$ cat config.mk
export PLATFORM = sky130hd
export DESIGN_NAME = mod_div_counter
export DESIGN_NICKNAME = d
export VERILOG_FILES = /design/src/rtl/mod_div_counter.sv
export SDC_FILE = /design/constraint.sdc
export NUM_CORES = 1
export LEC_CHECK = 0
export BUFFER_PORTS_ARGS = -buffer_cell sky130_fd_sc_hd__buf_2
export CORE_ASPECT_RATIO = 1.2
export CORE_MARGIN = 2
export CORE_UTILIZATION = 24
export DETAILED_ROUTE_END_ITERATION = 12
export GPL_TIMING_DRIVEN = 0
export PLACE_DENSITY_LB_ADDON = 0.05
export SKIP_LAST_GASP = 1
export SYNTH_ARGS = -nofsm -noshare
export SYNTH_HDL_FRONTEND = slang
export SYNTH_SLANG_ARGS = --single-unit
export TNS_END_PERCENT = 50
$ cat constraint.sdc
create_clock -name clk -period 3.48 [get_ports clk]
set_input_delay 0.696 -clock clk [delete_from_list [all_inputs] [get_ports clk]]
set_output_delay 0.696 -clock clk [all_outputs]
set_load 0.05 [all_outputs]
$ cat src/rtl/mod_div_counter.sv
// mod_div_counter
// Free-running modulo-N cycle counter with a run-time divisor.
// cnt steps 0..div-1 and wraps to 0. wrap pulses for one cycle when cnt
// re-enters 0 by wrap-around. A reset does not raise wrap.
// Special divisors:
//   div == 1 : cnt stays 0 and wrap is high on every enabled edge.
//   div == 0 : cnt runs the full 2^WIDTH range.
// The terminal compare is ">=" rather than "==". If div drops below the
// current count, the counter wraps on the next enabled edge and never runs
// away to 2^WIDTH.
module mod_div_counter #(
  parameter int WIDTH = 32
) (
  input  logic             clk,
  input  logic             rst_n,
  input  logic             en,
  input  logic [WIDTH-1:0] div,
  output logic [WIDTH-1:0] cnt,
  output logic             wrap
);

  logic [WIDTH-1:0] r_cnt;
  logic             r_wrap;

  logic [WIDTH-1:0] w_div_m1;
  logic             w_last;
  logic [WIDTH-1:0] w_cnt_inc;
  logic [WIDTH-1:0] w_cnt_nxt;

  // Terminal count is div-1 in modular WIDTH-bit arithmetic. For div==0 this
  // is all-ones, which gives the full-range free-run. For div==1 it is 0, so
  // every enabled edge is terminal.
  assign w_div_m1  = div - WIDTH'(1);
  assign w_last    = (r_cnt >= w_div_m1);
  assign w_cnt_inc = r_cnt + WIDTH'(1);
  assign w_cnt_nxt = w_last ? '0 : w_cnt_inc;

  // Count register and wrap pulse. Both are registered, so no input reaches
  // an output combinationally.
  always_ff @(posedge clk or negedge rst_n) begin
    if (!rst_n) begin
      r_cnt  <= '0;
      r_wrap <= 1'b0;
    end else if (en) begin
      r_cnt  <= w_cnt_nxt;
      r_wrap <= w_last;
    end else begin
      r_wrap <= 1'b0;
    end
  end

  assign cnt  = r_cnt;
  assign wrap = r_wrap;

endmodule

==> results of run 1 <==
power by group:
group / internal, W / switching, W / leakage, nW
logic: 0.000126 / 0.000268 / 1.23
clock network: 0.000303 / 0.000173 / 0.0799
registers: 0.000419 / 0.0000700 / 0.437
total: 0.000848 / 0.000511 / 1.74
stage by stage:
| step | setup TNS [ps] | utilization |
|---|---|---|
| after floorplan | -28090 | - |
| after global placement | -50740 | 0.2982 |
| after detailed placement | -50490 | 0.2982 |
| after CTS | -35510 | 0.3241 |
| after global routing | -36530 | 0.3302 |
| final | -31160 | 0.3302 |
area by class of cell:
class,count,share of cell area
well taps,157,0.05119
multi-input cells,288,0.5373
clock inverters,1,0.001304
inverters,12,0.01174
repair buffers,83,0.1317
flip-flops and latches,33,0.2152
clock buffers,7,0.03978
plain buffers,4,0.01174
synth_stat cells:
cell | n | area share
nor2_1 | 52 | 0.068
ha_1 | 34 | 0.15
dfrtp_1 | 33 | 0.29
xnor2_1 | 33 | 0.10
nand2_1 | 25 | 0.033
xor2_1 | 22 | 0.067
nand3_1 | 19 | 0.033
nand4_1 | 15 | 0.033
a21oi_1 | 12 | 0.021
inv_1 | 12 | 0.016
nor3_1 | 11 | 0.019
nand2b_1 | 7 | 0.015
nor4_1 | 7 | 0.015
o21ai_0 | 7 | 0.012
and3_1 | 5 | 0.011
or4_1 | 5 | 0.013
a31oi_1 | 4 | 0.0087
o22ai_1 | 4 | 0.0087
a211oi_1 | 3 | 0.0078
and4_1 | 3 | 0.0091
buf_2 | 3 | 0.0052
clkbuf_1 | 3 | 0.0039
or3_1 | 3 | 0.0065
mux2i_1 | 2 | 0.0070
or4_4 | 2 | 0.0078
a2111o_1 | 1 | 0.0039
a221oi_1 | 1 | 0.0030
a311o_1 | 1 | 0.0035
a32oi_1 | 1 | 0.0030
nor3_2 | 1 | 0.0035
nor3b_1 | 1 | 0.0026
nor4_4 | 1 | 0.0074
o211a_1 | 1 | 0.0035
or2_1 | 1 | 0.0022
or2_2 | 1 | 0.0022
or2_4 | 1 | 0.0030
or3_4 | 1 | 0.0039
or3b_4 | 1 | 0.0039
worst reg2reg max path: stages (launching register included):
cell and delay (ps):
dfrtp_1 410, inv_1 100, ha_1 270, nand2b_1 140
a2111o_1 420, a32oi_1 260, a311o_1 310, buf_4 200
nand3_1 190, o22ai_1 230
registers in the layout, indices dropped and copies added, names as in the netlist:
name,count
wrap,1
cnt,32
routing by layer:
layer	part of all wire	track usage	up-vias	wire length [um]
met4	0.014	0.04054	0	113
met5	0	0	-	0
met3	0.043	0.02407	6	362
met2	0.49	0.2463	59	4129
li1	-	-	1390	-
met1	0.45	0.1579	1265	3757
cells by family (layout without fill, tap and decap cells):
family,count (synthesis),count (layout),share of synthesized area
flip-flops,33,33,0.2867
AND/OR/NAND/NOR,162,162,0.2915
AO/OA/AOI/OAI,35,35,0.07515
multiplexers,2,2,0.006951
adder cells (fa/ha/maj),34,34,0.1477
buffers and inverters,18,107,0.02476
XOR/XNOR,55,55,0.1672
repair_timing:
| item | 4_1_cts | 5_1_grt |
|---|---|---|
| cloned | 1 | 1 |
| buffers inserted | 11 | 4 |
| pin swaps | 9 | 13 |
| resized for setup | 10 | 14 |
| endpoints found under the setup margin | 33 | 33 |
| hold buffers | 0 | 0 |
path summary, 6_finish.rpt:
path                            endpoint  slack [ps]  depth (start not counted)
worst max-delay path             cnt[17]        -990                         16
worst min-delay path             cnt[14]         500                          1
worst max register to register    cnt[3]         880                          9
worst min register to register   cnt[27]         590                          2
max in group asynchronous        cnt[22]        2440                          1
min in group clk                 cnt[27]         590                          2
==> flow_metrics.env, run 1 <==
export IMPL_path_delay_family="simple AND/OR/NAND/NOR gates"
export IMPL_dpl_cell_area_um2=3466
export IMPL_critical_path_max_fanout=5
export IMPL_initialDrtViolationCount=87
export IMPL_clk_pin_slew_worst_paths_ps=50
export IMPL_nets=496
export IMPL_final_area_um2=3837
export IMPL_h_tree_depth=2
export IMPL_drive_above_1_share=0.2664
export IMPL_dieHeight_um=124.0
export IMPL_clock_path_buffers=2
export IMPL_numCtsBuffers=5
export IMPL_critPathSlowestCell="or4_4"
export IMPL_multi_input_area_um2=2062
export IMPL_ys_seq_area_frac=0.2867
export IMPL_slowest_delay_ps=580
export IMPL_instances_no_fill=585
export IMPL_slew_headroom=0.2813
export IMPL_grt_max_degree=34
export IMPL_wl_per_cell_um=14.30
export IMPL_grt_pass1_vias=2689
export IMPL_worst_slack_ps=-994.1
export IMPL_start_util=0.2478
export IMPL_cts_tree="yes"
export IMPL_grt_total_usage=0.1332
export IMPL_cp_common_cell="or4_4"
export IMPL_root_buffer="clkbuf_16"
export IMPL_status="complete, but fails checks"
export IMPL_cts_sinks=33
export IMPL_syn_cell_area_um2=2880
export IMPL_powerDensity_nw_per_um2=354.1
export IMPL_post_place_ws_ps=-1633
export IMPL_synth_cells=339
export IMPL_holdCritPathClass="in -> async"
export IMPL_finClkSkew_ps=7.099
export IMPL_p_leak_nw=1.743
export IMPL_yosysWarnings=0
export IMPL_layout_common_cells="buf_2 (65), nor2_1 (48), ha_1 (34)"
export IMPL_num_rows=43
export IMPL_clock_fmax_mhz=223.5
export IMPL_cp_startpoint="div[4]"
export IMPL_routed_via_density=4.650
export IMPL_dp_cells=563
export IMPL_port_buffers=67
export IMPL_hold_viol_final=0
export IMPL_end_kind="flip-flop"
export IMPL_synth_seq_cells=33
export IMPL_ant_nets=0
export IMPL_seq_area_um2=825.8
export IMPL_dieArea_um2=12900
export IMPL_crit_chain="buf_6 -> or3_4 -> or4_4 -> or2_4 -> or4_4 -> buf_6 -> nor3_4 -> xnor2_2 -> ha_1 -> nand4_1 -> or4_4 -> a311o_1 -> a21oi_4 -> buf_12 -> clkbuf_16 -> nor2_1"
export IMPL_fin_crit_ps=4474
export IMPL_worst_ep_arrival_time_ps=4640
export IMPL_holdWs_ps=504.5
export IMPL_setup_violations_final=33
export IMPL_power_w=0.001359
export IMPL_first_pass_iters=4
export IMPL_grt_pass1_wl_mm=13.52
export IMPL_ir_drop_v=0.0001715
export IMPL_violations="setup timing"
export IMPL_period_share=1.286
export IMPL_worst_pin_slew_ps=1068
export IMPL_synth_avg_cell_area_um2=8.496
export IMPL_place_gp_congestion=0.7181
export IMPL_final_common_cell="buf_2"
export IMPL_timing_rr_start="cnt[0]"
export IMPL_n_antenna_cell=0
export IMPL_worstSetupStartpointType="primary input"
export IMPL_fillCellCount=1275
export IMPL_syn_nets=408
export IMPL_dpl_hpwl_mm=6.454
export IMPL_path_class="in -> reg"
export IMPL_fp_dieW_um=104.0
export IMPL_ys_types=38
export IMPL_cp_num_buf_inv=4
export IMPL_wl_mm=8.363
export IMPL_coreArea_um2=11620
export IMPL_drc=0
export IMPL_antenna_found_initial=0
export IMPL_area_growth_pct=33.23
export IMPL_drv_cap=0
export IMPL_clk_latency_ps=280
export IMPL_grt_remaining_overflow=0
export IMPL_cp_required_ps=3650
export IMPL_vias=2720
export IMPL_num_io_pins=68
export IMPL_rsz0062_at_grt="true"
export IMPL_slew_violations=0
Note: power is estimated with default switching activity, not from simulation.
==> run 2: changes to the inputs <==
--- a/config.mk
+++ b/config.mk
@@ -6,6 +6,8 @@
 export NUM_CORES = 1
 export LEC_CHECK = 0
 export BUFFER_PORTS_ARGS = -buffer_cell sky130_fd_sc_hd__buf_2
+export CELL_PAD_IN_SITES_DETAIL_PLACEMENT = 1
+export CELL_PAD_IN_SITES_GLOBAL_PLACEMENT = 1
 export CORE_ASPECT_RATIO = 1.2
 export CORE_MARGIN = 2
 export CORE_UTILIZATION = 24
==> run 2 against run 1 <==
  * The flow still finishes with violations (setup timing)
  * Fmax rose by 0.32%
  * Core utilization increased by 0.11 points
  * Final cell count is 0.34% higher
  * Worst hold slack worse by 0.92 ps
  * Via count up 1.7%
  * Global-route usage grew 1.8 points
  * Largest power group unchanged
  * Clock skew decreased by 1.6 ps
  * Non-clock buffer count up 2
  * Sequential share of layout area fell by 0.070 points
  * Routed wire length is 10% higher
  * Sequential power barely moved
==> flow_metrics.env, run 2 (synthesis results as in run 1) <==
export IMPL_clk_pin_slew_worst_paths_ps=50
export IMPL_grt_max_degree=34
export IMPL_fin_crit_ps=4460
export IMPL_start_util=0.2478
export IMPL_h_tree_depth=2
export IMPL_clk_latency_ps=280
export IMPL_end_kind="flip-flop"
export IMPL_slowest_delay_ps=570
export IMPL_timing_rr_start="cnt[0]"
export IMPL_antenna_found_initial=0
export IMPL_cp_num_buf_inv=4
export IMPL_r2r_cells=9
export IMPL_root_buffer="clkbuf_16"
export IMPL_grt_pass1_wl_mm=15.30
export IMPL_clock_fmax_mhz=224.2
export IMPL_final_area_um2=3850
export IMPL_hold_viol_final=0
export IMPL_cp_common_cell="or4_4"
export IMPL_wl_mm=9.214
export IMPL_nets=498
export IMPL_worst_slack_ps=-980.0
export IMPL_rsz0062_at_grt="true"
export IMPL_status="complete, but fails checks"
export IMPL_critical_path_max_fanout=10
export IMPL_dpl_cell_area_um2=3466
export IMPL_p_leak_nw=1.745
export IMPL_port_buffers=67
export IMPL_worst_pin_slew_ps=932.8
export IMPL_drv_cap=0
export IMPL_holdCritPathClass="in -> async"
export IMPL_ant_nets=0
export IMPL_cts_tree="yes"
export IMPL_n_antenna_cell=0
export IMPL_num_rows=43
export IMPL_layout_common_cells="buf_2 (65), nor2_1 (49), ha_1 (34)"
export IMPL_dieHeight_um=124.0
export IMPL_r2r_end="cnt[2]"
export IMPL_num_io_pins=68
export IMPL_grt_pass1_vias=2986
export IMPL_fillCellCount=1411
export IMPL_clock_path_buffers=2
export IMPL_vias=2767
export IMPL_drc=0
export IMPL_powerDensity_nw_per_um2=345.9
export IMPL_dieArea_um2=12900
export IMPL_fp_dieW_um=104.0
export IMPL_cp_required_ps=3650
export IMPL_path_class="in -> reg"
export IMPL_grt_total_usage=0.1509
export IMPL_place_gp_congestion=0.6975
export IMPL_regToRegSetupSlack_ps=980
export IMPL_finClkSkew_ps=5.492
export IMPL_setup_violations_final=33
export IMPL_post_place_ws_ps=-1653
export IMPL_first_pass_iters=4
export IMPL_worst_ep_arrival_time_ps=4630
export IMPL_dpl_hpwl_mm=6.958
export IMPL_routed_via_density=4.714
export IMPL_critPathSlowestCell="or4_4"
export IMPL_cts_sinks=33
export IMPL_path_delay_family="simple AND/OR/NAND/NOR gates"
export IMPL_grt_remaining_overflow=0
export IMPL_initialDrtViolationCount=110
export IMPL_area_growth_pct=33.67
export IMPL_drive_above_1_share=0.2814
export IMPL_holdWs_ps=503.6
export IMPL_numCtsBuffers=5
export IMPL_violations="setup timing"
export IMPL_utilization=0.3313
export IMPL_final_common_cell="buf_2"
export IMPL_largest_register_ffs=32
export IMPL_wl_per_cell_um=15.70
export IMPL_coreArea_um2=11620
export IMPL_slew_headroom=0.3724
export IMPL_crit_chain="buf_6 -> or3_4 -> or4_4 -> or2_4 -> or4_4 -> buf_8 -> nor3_4 -> xnor2_1 -> ha_1 -> nand4_1 -> or4_4 -> a311o_1 -> a21oi_4 -> buf_6 -> buf_8 -> nor2_1"
export IMPL_period_share=1.282
export IMPL_ir_drop_v=0.0002922
export IMPL_slew_violations=0
export IMPL_worstSetupStartpointType="primary input"
-- run 2: cell count changes in the layout (fill, tap and decap cells not counted), sizes merged --
cell and change:
clkinv +1, clkbuf -2, buf +3
-- run 2: power breakdown --
part / total (W) / switching [W] / internal, W
combinational: 0.000412 / 0.000279 / 0.000133
sequential: 0.000490 / 0.0000709 / 0.000419
clock: 0.000430 / 0.000167 / 0.000263
-- run 2: worst reg2reg max path, cell delays in order, from the launching register on --
cell and delay (ps):
dfrtp_1 410, inv_1 100, ha_1 270, nand2b_1 140, a2111o_1 430, a32oi_1 240
a311o_1 340, buf_6 190, nand3_4 110, o22ai_2 200
-- run 2: worst max path at each step --
stage	from	cells after the start	to
floorplan	div[4]	15	cnt[18]
global placement	div[4]	17	cnt[17]
detailed placement	div[4]	17	cnt[27]
CTS	div[4]	16	cnt[15]
global route	div[4]	16	cnt[16]
finish	div[4]	16	cnt[15]
-- run 2: final cells by class --
class | count | area (um^2) | area share
clock inverters | 2 | 10.01 | 0.002600
well taps | 157 | 196.4 | 0.05102
multi-input cells | 288 | 2097 | 0.5447
clock buffers | 6 | 128.9 | 0.03347
flip-flops and latches | 33 | 825.8 | 0.2145
plain buffers | 4 | 45.04 | 0.01170
inverters | 12 | 45.04 | 0.01170
repair buffers | 85 | 501.7 | 0.1303
-- run 2: per-layer routing --
metal,GRT usage,wire length (um)
met4,0.04561,133
met2,0.2854,4724
met5,0,0
met3,0.02198,258
met1,0.1774,4097
-- run 2: per-stage QoR --
step	TNS, ps	std cells	power, W
detailed placement	-51130	563	0.0008976
finish	-31170	587	0.001332
CTS	-34400	586	0.001344
global placement	-50970	563	0.0008907
floorplan	-28090	339	0.0007461
global route	-35250	587	0.001430
-- run 2: repair_timing --
action	CTS	global route
setup buffers	14	4
setup endpoints to repair	33	33
gates resized for setup	12	19
hold buffers	0	0
pin swaps	7	9
gates cloned	1	0
